--- config.mk ---
export PLATFORM = sky130hd
export DESIGN_NAME = mem_responder
export DESIGN_NICKNAME = d
export VERILOG_FILES = /design/src/rtl/mem_responder.sv
export SDC_FILE = /design/constraint.sdc
export NUM_CORES = 1
export LEC_CHECK = 0
export BUFFER_PORTS_ARGS = -buffer_cell sky130_fd_sc_hd__buf_2
export CAP_MARGIN = 20
export CORE_MARGIN = 2
export CORE_UTILIZATION = 60
export DETAILED_ROUTE_END_ITERATION = 8
export GPL_TIMING_DRIVEN = 0
export PLACE_DENSITY = 0.79
export REMOVE_ABC_BUFFERS = 1
export SLEW_MARGIN = 10
export SYNTH_ARGS = -nofsm -noshare
export SYNTH_HDL_FRONTEND = slang
export SYNTH_SLANG_ARGS = --single-unit
--- constraint.sdc ---
create_clock -name clk -period 2.4 [get_ports clk]
set_input_delay 0.48 -clock clk [delete_from_list [all_inputs] [get_ports clk]]
set_output_delay 0.48 -clock clk [all_outputs]
set_load 0.02 [all_outputs]
--- src/rtl/mem_responder.sv ---
// mem_responder: 64 x 8-bit memory responder with a single-request handshake.
// Writes complete in IDLE with a one-cycle wack pulse. Reads pass through
// RD_ADDR (fetch) and RD_DATA (rvalid pulse), giving a fixed two-cycle latency.
// Optional build macro MEM_RESPONDER_STATS_EN adds saturating 16-bit
// wr_count / rd_count outputs.

module mem_responder #(
  parameter int unsigned DEPTH = 64
) (
  input  logic       clk,
  input  logic       rst_n,
  input  logic       en,
  input  logic       wr,
  input  logic [5:0] addr,
  input  logic [7:0] wdata,
  output logic       ready,
  output logic       wack,
  output logic [7:0] rdata,
  output logic       rvalid
`ifdef MEM_RESPONDER_STATS_EN
  ,
  output logic [15:0] wr_count,
  output logic [15:0] rd_count
`endif
);

  localparam logic [1:0] IDLE    = 2'd0;
  localparam logic [1:0] RD_ADDR = 2'd1;
  localparam logic [1:0] RD_DATA = 2'd2;

  logic [1:0] state_q, state_d;
  logic [5:0] addr_q;
  logic [7:0] data_q;
  logic       wack_q;
  logic [7:0] mem [DEPTH];

  logic in_idle;
  logic accept_wr;
  logic accept_rd;

  assign in_idle   = (state_q == IDLE);
  assign accept_wr = in_idle && en && wr;
  assign accept_rd = in_idle && en && !wr;

  // Next-state logic; the unused encoding falls back to IDLE.
  always_comb begin
    state_d = IDLE;
    case (state_q)
      IDLE:    state_d = accept_rd ? RD_ADDR : IDLE;
      RD_ADDR: state_d = RD_DATA;
      RD_DATA: state_d = IDLE;
      default: state_d = IDLE;
    endcase
  end

  // State, captured read address, fetched byte and write acknowledge.
  always_ff @(posedge clk or negedge rst_n) begin
    if (!rst_n) begin
      state_q <= IDLE;
      addr_q  <= '0;
      data_q  <= '0;
      wack_q  <= 1'b0;
    end else begin
      state_q <= state_d;
      wack_q  <= accept_wr;
      if (accept_rd) begin
        addr_q <= addr;
      end
      if (state_q == RD_ADDR) begin
        data_q <= mem[addr_q];
      end
    end
  end

  // Storage array; cleared asynchronously so reset never waits for a clock.
  always_ff @(posedge clk or negedge rst_n) begin
    if (!rst_n) begin
      for (int i = 0; i < DEPTH; i++) begin
        mem[i] <= 8'h00;
      end
    end else if (accept_wr) begin
      mem[addr] <= wdata;
    end
  end

  // Outputs decode straight from state so reset forces idle values immediately.
  always_comb begin
    ready  = in_idle;
    wack   = wack_q;
    rvalid = (state_q == RD_DATA);
    rdata  = rvalid ? data_q : 8'h00;
  end

`ifdef MEM_RESPONDER_STATS_EN
  logic [15:0] wr_count_q;
  logic [15:0] rd_count_q;

  // Saturating transaction counters.
  always_ff @(posedge clk or negedge rst_n) begin
    if (!rst_n) begin
      wr_count_q <= '0;
      rd_count_q <= '0;
    end else begin
      if (accept_wr && (wr_count_q != 16'hFFFF)) begin
        wr_count_q <= wr_count_q + 16'd1;
      end
      if ((state_q == RD_DATA) && (rd_count_q != 16'hFFFF)) begin
        rd_count_q <= rd_count_q + 16'd1;
      end
    end
  end

  assign wr_count = wr_count_q;
  assign rd_count = rd_count_q;
`endif

endmodule

==> impl_results.md <==
- Diodes inserted: 0
- Unrepaired setup endpoints after global routing: true
- Fin crit share: 101%
- CTS root buf: clkbuf_16
- Vias in the first global route: 14471
- R2R depth: 5
- Crit path DAT: 2900 ps
- Final Net Count: 1613
- Yosys reg bits: 529
- Status: finished, violations left
- Fmax: 411 MHz
- Total chip power: 21.9 mW
- PnR worst setup slack: -32.1 ps
- CTS Buf Count: 54
- Pleak: 12.9 nW
- Layout Cells excl Fill: 2161
- Area growth from synthesis to layout: 11.1%
- Fillers: 2615
- Crit start category: register
- CORE AREA: 0.0399 mm²
- Total number of vias: 13698
- Post-DP HPWL: 32300 µm
- Port bufs: 28
- Max_slew headroom: 49.8%
- Synth Area per Inst: 15.2 µm²
- Worst R2R End: mem[469]
- Die X: 206 µm
- Slew Limit Fails: 0
- PwrDens: 809 mW/mm²
- First-pass GRT wire length: 85100 µm
- Worst-path clk slew: 60 ps
- Failing checks: setup timing
- Maxcap violations: 0
- Worst Skew: 23.6 ps
- Min cycle time layout: 2430 ps
- Crit path max fanout: 8
- Area contributors post-synth: dfrtp_1, mux2_2, mux4_2, mux2i_1, nor2_4
- Drt first pass iters: 5
- Clock latency on the worst-skew pair: 600 ps
- Post-synthesis instance area: 0.0244 mm²
- Starting Density: 61.1%
- VDD IR-drop max: 508 µV
- Area of the multi-input gates: 0.0107 mm²
- Crit. Startpoint: state_q[0]
- Hold Slack: 212 ps
- Synthesized instance count: 1606
- Min-delay src: wr
- H-tree Lvls: 2
- Largest net degree at the start of global routing: 116
- CP Capture Point: mem[469]
- Register area share after synthesis: 54.2%
- Hold Crit Class: primary input to register
- Clock sinks: 529
- Req. time, crit path: 2870 ps
- Setup_tns: -454 ps
- Site row count: 73
- Drt first-iter violations: 903
- Final Cell Area: 0.0271 mm²
- Worst R2R Setup Slack: -30 ps
- Tot GR Track Use: 26.7%
- Via-per-instance ratio: 6.34
- Critical path class: register to register
- DR DRC count: 0
- Worst setup EP type: register
- Yosys cell types: 43
- Final setup vio count: 31
- Layout cells sized above 1: 53.3%
- Max clock buf depth: 3
- Die Area: 0.0423 mm²
- R2R Path Start: state_q[0]
- Slew @ Worst Pin: 753 ps
- Routed WL: 54100 µm
- Area after DPL: 0.0249 mm²
- TritonCTS clock tree: done
- WL/cell: 25.0 µm
- Vert. Die Dim: 206 µm
- FF+latch area: 0.0132 mm²
- Routability cong.: 0.854
- Final hold vios: 0
- Placed instance count: 2044
- # IOs: 29
- Grt ovf: 0
- Antenna violations before repair: 0
- Ys Warns: 0
- Top cell type by total area after synthesis: dfrtp_1
- Synth top area share: 54.2%
- Antenna-violating nets left: 0
[cells in the final DEF (no fill, tap or decap), types with 5 or more instances in the layout]
cell / count
a211oi_1: 16
a22o_1: 8
a22oi_1: 11
a22oi_2: 5
a32oi_1: 8
and2_1: 10
buf_16: 10
buf_2: 21
buf_4: 16
clkbuf_1: 12
clkbuf_16: 55
clkbuf_8: 11
clkinv_2: 14
dfrtp_1: 526
mux2_1: 6
mux2_2: 544
mux2i_1: 38
mux4_2: 96
nand2_1: 38
nand2_2: 16
nand3b_1: 5
nor2_2: 10
nor2_4: 25
nor2b_1: 10
nor3_1: 10
nor3_2: 6
o21ai_0: 7
o22ai_1: 28
[worst min path at each step]
stage               cells after the start         to
global route                            2       wack
floorplan                               0  addr_q[0]
CTS                                     2       wack
detailed placement                      1   mem[429]
global placement                        1   mem[407]
finish                                  2       wack
[Yosys cell counts, drive strengths merged]
| master | n |
|---|---|
| a2111oi | 8 |
| a211oi | 16 |
| a22o | 8 |
| a22oi | 16 |
| a32oi | 8 |
| and2 | 11 |
| and3 | 3 |
| and3b | 4 |
| and4b | 1 |
| buf | 58 |
| clkbuf | 69 |
| dfrtp | 529 |
| inv | 1 |
| mux2 | 550 |
| mux2i | 40 |
| mux4 | 96 |
| nand2 | 54 |
| nand2b | 5 |
| nand3 | 2 |
| nand3b | 5 |
| nand4 | 1 |
| nor2 | 39 |
| nor2b | 11 |
| nor3 | 18 |
| nor3b | 5 |
| o21ai | 8 |
| o22ai | 32 |
| or2 | 2 |
| or3 | 2 |
| or3b | 4 |
[cells by family (layout without fill, tap and decap cells)]
logic type / Yosys count / in the layout / synth area share [%]
compound gates: 96 / 96 / 2.83
buf+inv: 128 / 158 / 2.47
flops: 529 / 529 / 54.2
mux: 686 / 686 / 35.9
simple gates: 167 / 167 / 4.59
[power by group]
group | internal, mW | leakage, nW | total, mW | switching, mW
Clock | 4.90 | 0.881 | 8.36 | 3.46
Combinational | 1.68 | 4.76 | 3.56 | 1.89
Sequential | 9.60 | 7.23 | 10.0 | 0.424
[stage by stage]
step           setup slack [ps]  util (%)
2_1_floorplan             -2970         -
3_3_place_gp              -9280      61.6
3_5_place_dp               -743      62.5
4_1_cts                   -11.3      67.6
5_1_grt                    -109      68.0
6_report                  -32.1      68.0
[critical path, stage by stage, from the launching register on]
cell and delay (ps):
dfrtp_1 430, nor2_4 230, and4b_1 460, nand2_2 290, nor2_2 490, mux2_2 400
[layer usage]
| metal | track usage, % | part of all wire, % |
|---|---|---|
| met5 | 0 | 0 |
| met4 | 9.56 | 3.2 |
| met3 | 4.89 | 5.1 |
| met2 | 41.1 | 48 |
| met1 | 38.6 | 44 |
[repair_timing]
item,in CTS,in global routing
gates resized for setup,22,16
buffers inserted,12,3
endpoints found under the hold margin,33,0
hold buffers,1,0
endpoints found under the setup margin,224,154
cloned,2,1
pin swaps,2,1
[cell type report]
type | count | share of cell area, %
clock inverter | 20 | 0.793
multi-input combinational | 949 | 39.5
sequential | 529 | 48.8
tap | 525 | 2.42
inverter | 1 | 0.0138
clock buffer | 77 | 5.71
timing repair buffer | 60 | 2.68
[registers in the layout, indices dropped and copies added, names as in the netlist]
register / flops
addr_q: 6
wack: 1
state_q: 2
mem: 512
data_q: 8
(Power assumes the default switching activity.)
